**src/rtl/imm_pkg.sv**
```systemverilog
// Shared types for the immediate generator: selector encoding and format helpers.
package imm_pkg;

  typedef enum logic [2:0] {
    IMM_I = 3'd0,
    IMM_S = 3'd1,
    IMM_B = 3'd2,
    IMM_U = 3'd3,
    IMM_J = 3'd4
  } imm_sel_e;

  localparam logic [2:0] IMM_SEL_LAST = 3'd4;

  // Only PC-relative control-flow formats can produce a misaligned target.
  function automatic logic is_bj(input logic [2:0] sel);
    return (sel == IMM_B) || (sel == IMM_J);
  endfunction

endpackage

```
**src/rtl/imm_extract.sv**
```systemverilog
// Combinational I/S/B/U/J immediate decode, sign-extended from bit 31 to XLEN.
module imm_extract
  import imm_pkg::*;
#(
  parameter int XLEN = 32
) (
  input  logic [31:0]     instr,
  input  logic [2:0]      imm_sel,
  output logic [XLEN-1:0] imm,
  output logic            err
);

  logic [31:0] imm32;
  logic        unused_opcode;

  assign unused_opcode = ^instr[6:0];
  assign err           = imm_sel > IMM_SEL_LAST;

  always_comb begin
    imm32 = '0;
    case (imm_sel)
      IMM_I:   imm32 = {{20{instr[31]}}, instr[31:20]};
      IMM_S:   imm32 = {{20{instr[31]}}, instr[31:25], instr[11:7]};
      IMM_B:   imm32 = {{19{instr[31]}}, instr[31], instr[7], instr[30:25], instr[11:8], 1'b0};
      IMM_U:   imm32 = {instr[31:12], 12'b0};
      IMM_J:   imm32 = {{11{instr[31]}}, instr[31], instr[19:12], instr[20], instr[30:21], 1'b0};
      default: imm32 = '0;
    endcase
  end

  // U is sign-extended from bit 31 as well, so one extension covers all formats.
  assign imm = XLEN'($signed(imm32));

endmodule

```
**src/rtl/imm_gen_pipe.sv**
```systemverilog
// Pipelined immediate generator with pc+imm target, illegal-selector and misalign flags.
// One cycle latency; valid/ready on both sides with an optional skid entry.
module imm_gen_pipe
  import imm_pkg::*;
#(
  parameter int XLEN   = 32,
  parameter int IALIGN = 32,
  parameter int SKID   = 1
) (
  input  logic            clk,
  input  logic            rst_n,
  input  logic            in_valid,
  output logic            in_ready,
  input  logic [31:0]     instr,
  input  logic [2:0]      imm_sel,
  input  logic [XLEN-1:0] pc,
  output logic            out_valid,
  input  logic            out_ready,
  output logic [XLEN-1:0] imm_out,
  output logic [XLEN-1:0] target_out,
  output logic            imm_err,
  output logic            tgt_misalign
);

  typedef struct packed {
    logic [XLEN-1:0] imm;
    logic [XLEN-1:0] target;
    logic            err;
    logic            misalign;
  } imm_res_t;

  imm_res_t        in_res;
  imm_res_t        out_res;
  logic [XLEN-1:0] ext_imm;
  logic            ext_err;
  logic [XLEN-1:0] sum;
  logic            in_fire;

  imm_extract #(.XLEN(XLEN)) u_extract (
    .instr  (instr),
    .imm_sel(imm_sel),
    .imm    (ext_imm),
    .err    (ext_err)
  );

  // Illegal selectors decode to imm=0, so the sum naturally yields target=pc.
  assign sum     = pc + ext_imm;
  assign in_fire = in_valid && in_ready;

  always_comb begin
    in_res          = '0;
    in_res.imm      = ext_imm;
    in_res.target   = sum;
    in_res.err      = ext_err;
    in_res.misalign = 1'b0;
    if (is_bj(imm_sel)) begin
      in_res.misalign = (IALIGN == 16) ? sum[0] : |sum[1:0];
    end
  end

  generate
    if (SKID != 0) begin : g_skid
      imm_res_t skid_res;
      logic     skid_valid;

      assign in_ready = !skid_valid;

      always_ff @(posedge clk or negedge rst_n) begin
        if (!rst_n) begin
          out_valid  <= 1'b0;
          out_res    <= '0;
          skid_valid <= 1'b0;
          skid_res   <= '0;
        end else if (!out_valid || out_ready) begin
          if (skid_valid) begin
            out_res    <= skid_res;
            out_valid  <= 1'b1;
            skid_valid <= 1'b0;
          end else if (in_fire) begin
            out_res   <= in_res;
            out_valid <= 1'b1;
          end else begin
            out_valid <= 1'b0;
          end
        end else if (in_fire) begin
          skid_res   <= in_res;
          skid_valid <= 1'b1;
        end
      end
    end else begin : g_noskid
      assign in_ready = !out_valid || out_ready;

      always_ff @(posedge clk or negedge rst_n) begin
        if (!rst_n) begin
          out_valid <= 1'b0;
          out_res   <= '0;
        end else if (in_fire) begin
          out_res   <= in_res;
          out_valid <= 1'b1;
        end else if (out_ready) begin
          out_valid <= 1'b0;
        end
      end
    end
  endgenerate

  assign imm_out      = out_res.imm;
  assign target_out   = out_res.target;
  assign imm_err      = out_res.err;
  assign tgt_misalign = out_res.misalign;

  a_xlen_legal: assert property (@(posedge clk) (XLEN == 32) || (XLEN == 64));

  a_stall_stable: assert property (@(posedge clk) disable iff (!rst_n)
    out_valid && !out_ready |=> $stable(out_res));

  a_valid_held: assert property (@(posedge clk) disable iff (!rst_n)
    out_valid && !out_ready |=> out_valid);

endmodule
```
**config.mk**
```make
export PLATFORM = sky130hd
export DESIGN_NAME = imm_gen_pipe
export DESIGN_NICKNAME = d
export VERILOG_FILES = /design/src/rtl/imm_pkg.sv /design/src/rtl/imm_extract.sv /design/src/rtl/imm_gen_pipe.sv
export SDC_FILE = /design/constraint.sdc
export NUM_CORES = 1
export LEC_CHECK = 0
export ABC_CLOCK_PERIOD_IN_PS = 3400
export BUFFER_PORTS_ARGS = -buffer_cell sky130_fd_sc_hd__clkbuf_2
export CAP_MARGIN = 10
export CORE_ASPECT_RATIO = 1.2
export CORE_MARGIN = 2
export CORE_UTILIZATION = 51
export DETAILED_ROUTE_END_ITERATION = 8
export GPL_ROUTABILITY_DRIVEN = 0
export PLACE_DENSITY = 0.71
export SLEW_MARGIN = 0
export SYNTH_ARGS = -nofsm -noshare
export SYNTH_HDL_FRONTEND = slang
export SYNTH_HIERARCHICAL = 1
export SYNTH_SLANG_ARGS = --single-unit
```
**constraint.sdc**
```tcl
create_clock -name clk -period 3.4 [get_ports clk]
set_input_delay 0 -clock clk [delete_from_list [all_inputs] [get_ports clk]]
set_output_delay 0 -clock clk [all_outputs]
set_load 0.1 [all_outputs]
```
==> summary.txt <==
Antenna violations before repair - 0
Synth cell types - 62
Antenna cells - 0
Total of max-cap violations - 0
Initial core utilization - 51.57%
Sequential fraction of the synthesis area - 43.83%
Fmax - 0.3431 GHz
Vias - 6352
Die Width - 115.8 µm
Final Hold Fails - 0
Grt ovf - 0
Int Pwr - 3.768 mW
Dpl cells - 1109
Crit-path max FO - 17
DRT antenna net count - 0
Post-Syn Nets - 915
Most common cell after layout, fill and taps aside - dfrtp_1
Combinational share of power - 40.3%
Mapped Cells - 812
Fraction of registers with async set/reset - 100.0%
CTS tree - yes
TNS Setup - 0 ns
Worst EP required - 3.68 ns
Avg Inst Size Synth - 9.423 µm²
Clock slew seen by the registers of the worst setup and hold paths - 0.06 ns
Max VDD drop - 0.4228 mV
Placed cell areas - 8413 µm²
Cell leakage power - 4.267 nW
DRT Pass-1 Iters - 5
CP Capture Type - flop
Layout cells sized above 1 - 24.50%
NumNets Final - 1033
Clock latency on the worst-skew pair - 0.43 ns
CP Data Arrival Time - 3.19 ns
Die ar. - 16000 µm²
Slew @ Worst Pin - 0.9909 ns
Placement Rows - 49
Layout Cells excl Fill - 1147
Num CTS Buffers - 17
Synthesis-stage register bit count - 134
Final instance area - 9072 µm²
Seq pwr share - 32.2%
P&R area growth vs syn - 18.58%
Status - completed
H-tree depth - 4
Kind of critical path - in2reg
Synthesized area - 7651 µm²
Number of flops mapped to enable cells by yosys - 0
Final Max Slew Viols - 0
CTS Buffer Depth - 2
Dominant synthesized flop cell - dfrtp_1
DR vias/cell - 5.538
Slew margin rel. - 33.94%
Dpl hpwl - 14260 µm
Routed WL - 19440 µm
Num ports - 139
Final worst path period need - 2.915 ns
Pwr dens - 753.8 nW/µm²
Tcrit/Tclk final - 85.72%
Core footprint - 14840 µm²
Sink Count - 134
Die H - 138.2 µm
Commonest non-fill, non-tap cells in the layout - 133 x dfrtp_1, 130 x clkbuf_2, 126 x nand2_1
Number of port buffers - 131
Switching Fraction - 44.91%
Root buf cell - clkbuf_16
Vias in the first global route - 6176
Final setup vio count - 0
WL/cell - 16.94 µm
Gr usage total - 25.31%
RSZ-0062 raised after global routing - no
Remaining routing DRC violations - 0
Clk pwr share - 27.4%
Postcts setup bufs - 0
Ys Warns - 6
Clock Skews - 0.008930 ns
Iter 0 DRT Violations - 393
First-pass GRT wire length - 31600 µm
Largest net degree at the start of global routing - 102
Sw Pwr - 3.071 mW
Startpoint types - primary input
Hold Crit Class - in2reg
Hold Slack - 0.01052 ns
-- final cells by class --
cell class	count	area [µm²]
Fill cell	1336	5764
Multi-Input combinational cell	621	4026
Sequential cell	134	3357
Timing Repair Buffer	148	802.0
Clock buffer	20	446.7
Tap cell	204	255.2
Clock inverter	12	155.1
Inverter	8	30.03
-- synthesized netlist by cell type, types with 5 or more instances --
| library cell | number | area share (%) |
|---|---|---|
| o211ai_1 | 6 | 0.59 |
| inv_1 | 8 | 0.39 |
| buf_2 | 7 | 0.46 |
| clkbuf_1 | 28 | 1.4 |
| buf_1 | 5 | 0.25 |
| a22o_1 | 5 | 0.57 |
| nand3_1 | 13 | 0.85 |
| a31oi_1 | 6 | 0.49 |
| a211oi_1 | 6 | 0.59 |
| mux2_2 | 37 | 5.4 |
| a21oi_1 | 70 | 4.6 |
| nor2b_1 | 11 | 0.90 |
| o21ai_1 | 10 | 0.65 |
| and3_1 | 11 | 0.90 |
| mux2i_1 | 37 | 4.8 |
| nor2_1 | 37 | 1.8 |
| nor3_1 | 8 | 0.52 |
| o21ai_0 | 100 | 6.5 |
| o22ai_1 | 11 | 0.90 |
| dfrtp_1 | 134 | 44 |
| nand2b_1 | 5 | 0.41 |
| nand2_1 | 126 | 6.2 |
| ha_1 | 31 | 5.1 |
| xnor2_1 | 20 | 2.3 |
| xor2_1 | 12 | 1.4 |
| o21a_1 | 9 | 0.88 |
-- registers in the layout (all words and copies together), names as in the netlist --
register,count
tgt_misalign,1
out_valid,1
g_skid.skid_res,66
target_out,32
imm_out,32
imm_err,1
g_skid.skid_valid,1
-- timing repair --
action                    in CTS  in global routing
resized for setup              0                  0
hold endpoints to repair     104                  0
hold buffers                   5                  0
-- critical path: stages --
cell,delay (ns)
clkbuf_2,0.22
nor2b_1,0.48
a21oi_1,0.08
o22ai_1,0.32
ha_1,0.39
a211oi_1,0.32
o211ai_1,0.15
a21oi_1,0.26
o211ai_1,0.12
o22a_1,0.26
a41oi_2,0.21
xor2_1,0.27
o21ai_1,0.11
-- power groups by stage --
stage / logic (mW) / registers [mW] / clock network [mW]
3_3_place_gp: 2.72 / 2.21 / 0
3_5_place_dp: 2.75 / 2.23 / 0
2_1_floorplan: 0.881 / 3.55 / 0
6_report: 2.76 / 2.20 / 1.88
4_1_cts: 2.76 / 2.21 / 1.91
5_1_grt: 2.92 / 2.26 / 1.98
-- final timing paths --
kind	startpoint	depth (start not counted)	end	slack [ns]
max	imm_sel[2]	13	g_skid.skid_res[30]	0.49
min	out_ready	4	target_out[25]	0.01
max reg2reg	g_skid.skid_valid	4	g_skid.skid_res[38]	0.99
max in group asynchronous	rst_n	3	target_out[5]	2.26
min reg2reg	g_skid.skid_res[29]	2	g_skid.skid_res[29]	0.47
min in group asynchronous	rst_n	2	target_out[17]	0.27
-- stage by stage --
| step | worst slack (ns) | util, % | power (mW) |
|---|---|---|---|
| 5_1_grt | 0.2151 | 61.15 | 7.163 |
| 2_1_floorplan | 0.7262 | - | 4.427 |
| 4_1_cts | 0.5219 | 61.10 | 6.876 |
| 3_3_place_gp | 0.1573 | 56.70 | 4.933 |
| 6_report | 0.4854 | 61.15 | 6.839 |
| 3_5_place_dp | 0.1006 | 56.70 | 4.984 |
-- logic make-up (layout without fill, tap and decap cells) --
logic type	Yosys count	after routing	share of synthesized area, %
AO/OA/AOI/OAI	250	250	19.22
AND/OR/NAND/NOR	232	232	13.67
flip-flops	134	134	43.83
multiplexers	74	74	10.29
buffers and inverters	57	188	3.859
adder cells (fa/ha/maj)	33	33	5.478
XOR/XNOR	32	32	3.663
-- per-layer routing --
| metal | global-route usage (%) | routed length (µm) | part of all wire (%) | vias up |
|---|---|---|---|---|
| met5 | 0 | 0 | 0 | - |
| met4 | 8.145 | 408 | 2.1 | 0 |
| met3 | 5.349 | 823 | 4.2 | 31 |
| met2 | 40.81 | 9562 | 49 | 172 |
| met1 | 34.09 | 8641 | 44 | 3030 |
| li1 | - | - | - | 3119 |
(Power assumes the default switching activity.)
